### config.mk
export PLATFORM = sky130hd
export DESIGN_NAME = dsigmf
export DESIGN_NICKNAME = d
export VERILOG_FILES = /design/src/rtl/dsigmf.sv
export SDC_FILE = /design/constraint.sdc
export NUM_CORES = 2
export LEC_CHECK = 0
export CORE_ASPECT_RATIO = 1.2
export CORE_UTILIZATION = 30
export DETAILED_ROUTE_END_ITERATION = 10
export PLACE_DENSITY = 0.53
export SETUP_SLACK_MARGIN = 0.02
export SYNTH_ARGS = -nofsm -noshare
export SYNTH_HDL_FRONTEND = slang
export SYNTH_SLANG_ARGS = --single-unit
### constraint.sdc
create_clock -name clk -period 8.3 [get_ports clk]
set_input_delay 0.83 -clock clk [delete_from_list [all_inputs] [get_ports clk]]
set_output_delay 0.83 -clock clk [all_outputs]
set_load 0.02 [all_outputs]
### src/rtl/dsigmf.sv
// Sigmoid backward pass: o = e * a * (1 - a), with a clamped to [0, 1.0].
// Three-stage pipeline (clamp, derivative, scale) with valid/ready on both sides.
module dsigmf #(
  parameter int unsigned WIDTH = 32,
  parameter int unsigned FRAC  = 20
) (
  input  logic                    clk,
  input  logic                    rst,
  input  logic                    in_valid,
  output logic                    in_ready,
  input  logic signed [WIDTH-1:0] a,
  input  logic signed [WIDTH-1:0] e,
  output logic                    out_valid,
  input  logic                    out_ready,
  output logic signed [WIDTH-1:0] o
);

  localparam logic signed [WIDTH-1:0] One = WIDTH'(1) << FRAC;

  logic                      v1_q, v2_q, v3_q;
  logic                      adv1, adv2, adv3;
  logic signed [WIDTH-1:0]   ac_d, am_d, d_d, o_d;
  logic signed [WIDTH-1:0]   ac_q, am_q, e1_q, d_q, e2_q, o_q;
  logic signed [2*WIDTH-1:0] p2, p3;
  logic                      unused_bits;

  // Ripple advance: an empty stage always loads, so bubbles collapse under stall.
  always_comb begin
    adv3 = out_ready || !v3_q;
    adv2 = adv3 || !v2_q;
    adv1 = adv2 || !v1_q;
  end

  assign in_ready  = adv1;
  assign out_valid = v3_q;
  assign o         = o_q;

  always_comb begin
    if (a[WIDTH-1]) begin
      ac_d = '0;
    end else if (a > One) begin
      ac_d = One;
    end else begin
      ac_d = a;
    end
    am_d = One - ac_d;
  end

  // Taking bits [FRAC +: WIDTH] of the signed product is the arithmetic shift by FRAC.
  always_comb begin
    p2          = $signed({{WIDTH{ac_q[WIDTH-1]}}, ac_q}) * $signed({{WIDTH{am_q[WIDTH-1]}}, am_q});
    d_d         = p2[FRAC +: WIDTH];
    p3          = $signed({{WIDTH{e2_q[WIDTH-1]}}, e2_q}) * $signed({{WIDTH{d_q[WIDTH-1]}}, d_q});
    o_d         = p3[FRAC +: WIDTH];
    unused_bits = ^{p2[FRAC-1:0], p2[2*WIDTH-1:FRAC+WIDTH],
                    p3[FRAC-1:0], p3[2*WIDTH-1:FRAC+WIDTH]};
  end

  always_ff @(posedge clk) begin
    if (rst) begin
      v1_q <= 1'b0;
      v2_q <= 1'b0;
      v3_q <= 1'b0;
      ac_q <= '0;
      am_q <= '0;
      e1_q <= '0;
      d_q  <= '0;
      e2_q <= '0;
      o_q  <= '0;
    end else begin
      if (adv1) begin
        v1_q <= in_valid;
        ac_q <= ac_d;
        am_q <= am_d;
        e1_q <= e;
      end
      if (adv2) begin
        v2_q <= v1_q;
        d_q  <= d_d;
        e2_q <= e1_q;
      end
      if (adv3) begin
        v3_q <= v2_q;
        o_q  <= o_d;
      end
    end
  end

endmodule

==> reports/qor.yml <==
status: "finished, final reports clean"
synth_fp_nets: 9486
num_io_pins: 102
arrival_ps: 8400
critical-path-top-delay-family: "adder cells"
power.share.clock: 0.446
p_leak_nw: 35.33
r2r_end: "d_q[31]"
critical_path.slowest_cell: "dfxtp_1"
cts_root_buffer: "clkbuf_16"
routabilityCongestion: 0.8858
rows: 188
routed_via_density: 4.631
async_flop_share: 0
ys_seq_area_frac: 0.05820
cp_max_fo: 17
period_needed_ps: 8000
drive_gt1_frac: 0.04818
ys_ff_latch: 193
drv_cap: 0
ys_types: 74
critPathKind: "reg2reg"
r2r-start: "ac_q[15]"
ant_nets: 0
ff2ff_path_depth: 23
endpoint: "d_q[31]"
grt_first_pass_wirelength_um: 313600
io_buffers: 101
nets: 9415
core_mm2: 0.2192
path_common_cell: "fa_1"
grt_antenna_before_repair: 3
cts_made_buffers: 17
cts_tree: "yes"
cp.depth: 23
path_clk_slew_ps: 90
place_inst: 10160
start_kind: "flip-flop"
vias: 47180
final_cells: 10190
area_delta_synth_final_pct: 8.655
clk_path_buf_depth: 2
p_per_area_mw_per_mm2: 29.64
power_frac_comb: 0.101
maxSlewHeadroom: 0.2843
grt_pass1_vias: 53060
die_area_mm2: 0.2232
hold_buffers: 0
grt_usage: 0.1821
slowest_delay_ps: 610
start_util: 0.3028
whs_path_depth: 2
post_drt_wl_per_cell_um: 19.39
fin_util: 0.3290
drc: 0
finalCritPeriodShare: 0.9639
grt_overflow: 0
crit_path_start: "ac_q[15]"
synth_edf_count: 0
switching_share: 0.3336
clk_latency_ps: 570
yosysWarningCount: 0
htree_num_levels: 4
dr.pass1.iters: 5
cp.buffers_inverters: 3
numClockSinks: 193
synth.cell_area_mm2: 0.06638
crit_path_cell_trace: "buf_4, buf_4, nand2_1, fa_1, inv_1, fa_1, fa_1, fa_1, fa_1, fa_1, fa_1, fa_1, ha_1, a21o_1, a31oi_1, o21ai_0, a221oi_2, o21a_1, o31ai_1, o41a_2, a31oi_2, mux2i_1, a221oi_2"
grt_max_degree: 77
worstMarginPinSlew_ps: 1070
hpwl_um: 166500
synthCells: 7302
rsz0062_at_grt: "yes"
irDropWorstVdd_v: 0.0001057
slew_viol_final: 0
finalSetupTns_ps: 0
r2r_slack_ps: 300
switchingPower_w: 0.0007132
fin_skew_ps: 30.92
wirelength_um: 197600
p_seq_frac: 0.453
p_int_w: 0.001424
setup-violations-final: 0
die_height_um: 517.3
avgSynthCellArea_um2: 9.091
worst_setup_path_end_kind: "flip-flop"
fmax_mhz: 125.0
hold_slack_ps: 444.1
p_total_w: 0.002138
die_w_um: 431.4
hold_viol: 0
synth_top_flop_cell: "dfxtp_1"
drt-initial-drc-count: 2370
hp-class: "reg2reg"
cp.required_ps: 8700
-- registers in the layout (all words and copies together), names as in the netlist --
| name | count |
|---|---|
| ac_q | 31 |
| am_q | 31 |
| d_q | 32 |
| e1_q | 32 |
| e2_q | 32 |
| o | 32 |
| out_valid | 1 |
| v1_q | 1 |
| v2_q | 1 |
-- timing repair --
action                     4_1_cts  5_1_grt
buffers inserted                 0        1
resized for setup                9       38
gates cloned                     0        0
setup endpoints to repair       22       18
pin swaps                        0        1
-- worst min-delay path: stages (launching register included) --
cell	delay, ps
dfxtp_1	320
nand2_1	50
a21oi_1	50
-- cells in the final DEF (no fill, tap or decap), types with 5 or more instances in the layout --
cell type        netlist  layout
a211o_1                5       5
a211oi_1              22      20
a21o_1                33      33
a21oi_1              206     204
a21oi_2                5       6
a31oi_1               13      12
and2_1               901     900
and3_1                29      28
buf_12                 0       7
buf_4                  1     234
buf_6                  0       7
clkbuf_16              0      17
clkdlybuf4s50_1        0     100
clkinv_8               0       5
dfxtp_1              193     161
dfxtp_2                0      32
fa_1                1731    1731
ha_1                 385     384
inv_1               1608    1608
nand2_1             1250    1249
nand2b_1              25      24
nand3_1               60      60
nand4_1               18      18
nor2_1                59      59
nor2b_1               32      31
nor3_1                17      16
nor4_1                 8       6
nor4b_1                8       8
o211ai_1               9       9
o21a_1                 6       6
o21ai_0               47      46
o21ai_1                4       5
or3_1                  6       6
xnor2_1               88      88
xor2_1                30      30
-- synth_stat cells (all sizes together), types with 8 or more instances --
cell type  instances  share of area
and2             901          0.085
nor4b              8         0.0011
fa              1731           0.52
buf               19         0.0012
nand4             18         0.0017
a21o              33         0.0037
and3              29         0.0027
o211ai            10         0.0012
a31oi             14         0.0014
nor3              18         0.0014
o21ai             53         0.0041
dfxtp            193          0.058
a211oi            22         0.0025
clkbuf           419          0.024
nor2b             32         0.0030
nand2           1251          0.071
nand2b            25         0.0024
a21oi            212          0.016
nor2              59         0.0033
ha               385          0.073
xor2              30         0.0040
inv             1609          0.091
xnor2             88          0.012
nor4               9         0.0011
nand3             60         0.0045
-- layout make-up --
type	count	area (um^2)
Fill cell	23080	147100
Multi-Input combinational cell	5062	54920
Inverter	1609	6040
Sequential cell	193	3904
Tap cell	2945	3685
Timing Repair Buffer	348	2977
Clock buffer	18	439.2
Clock inverter	13	158.9
Antenna cell	1	2.502
-- routing by layer --
metal / routed length [um] / up-vias / global-route usage
met4: 6341 / 0 / 0.05543
met3: 6493 / 218 / 0.01536
met5: 0 / - / 0
met2: 98900 / 1001 / 0.3216
li1: - / 20890 / -
met1: 85860 / 25070 / 0.2355
-- worst min-delay path by stage --
| stage | from | to | slack (ps) |
|---|---|---|---|
| 6_report | e1_q[26] | e2_q[26] | 440 |
| 5_1_grt | e1_q[24] | e1_q[24] | 470 |
| 4_1_cts | e1_q[26] | e2_q[26] | 450 |
| 3_5_place_dp | e1_q[24] | e1_q[24] | 450 |
| 3_3_place_gp | e1_q[26] | e2_q[26] | 440 |
| 2_1_floorplan | e1_q[0] | e1_q[0] | 430 |
-- metrics by stage --
stage	instance area (um^2)	worst slack (ps)
global route	72130	3.864
finish	72130	299.8
detailed placement	71400	-436.3
CTS	72030	45.51
floorplan	66380	897.8
global placement	71400	-499.3
-- logic make-up after synthesis --
kind of cell	Yosys count	share of synthesized area
AND/OR/NAND/NOR	2432	0.1795
adder cells (fa/ha/maj)	2116	0.5946
buffers and inverters	2047	0.1159
AO/OA/AOI/OAI	393	0.03583
flip-flops	193	0.05820
XOR/XNOR	118	0.01557
multiplexers	3	0.0004524
-- power by group through the flow --
stage / combinational, W / clock (W) / sequential [W]
final: 0.000216 / 0.000954 / 0.000968
after detailed placement: 0.000216 / 0 / 0.000990
after global routing: 0.000228 / 0.00101 / 0.000971
after floorplan: 0.0000922 / 0 / 0.000975
after global placement: 0.000216 / 0 / 0.000989
after CTS: 0.000217 / 0.000986 / 0.000969
Note: power is estimated with default switching activity, not from simulation.
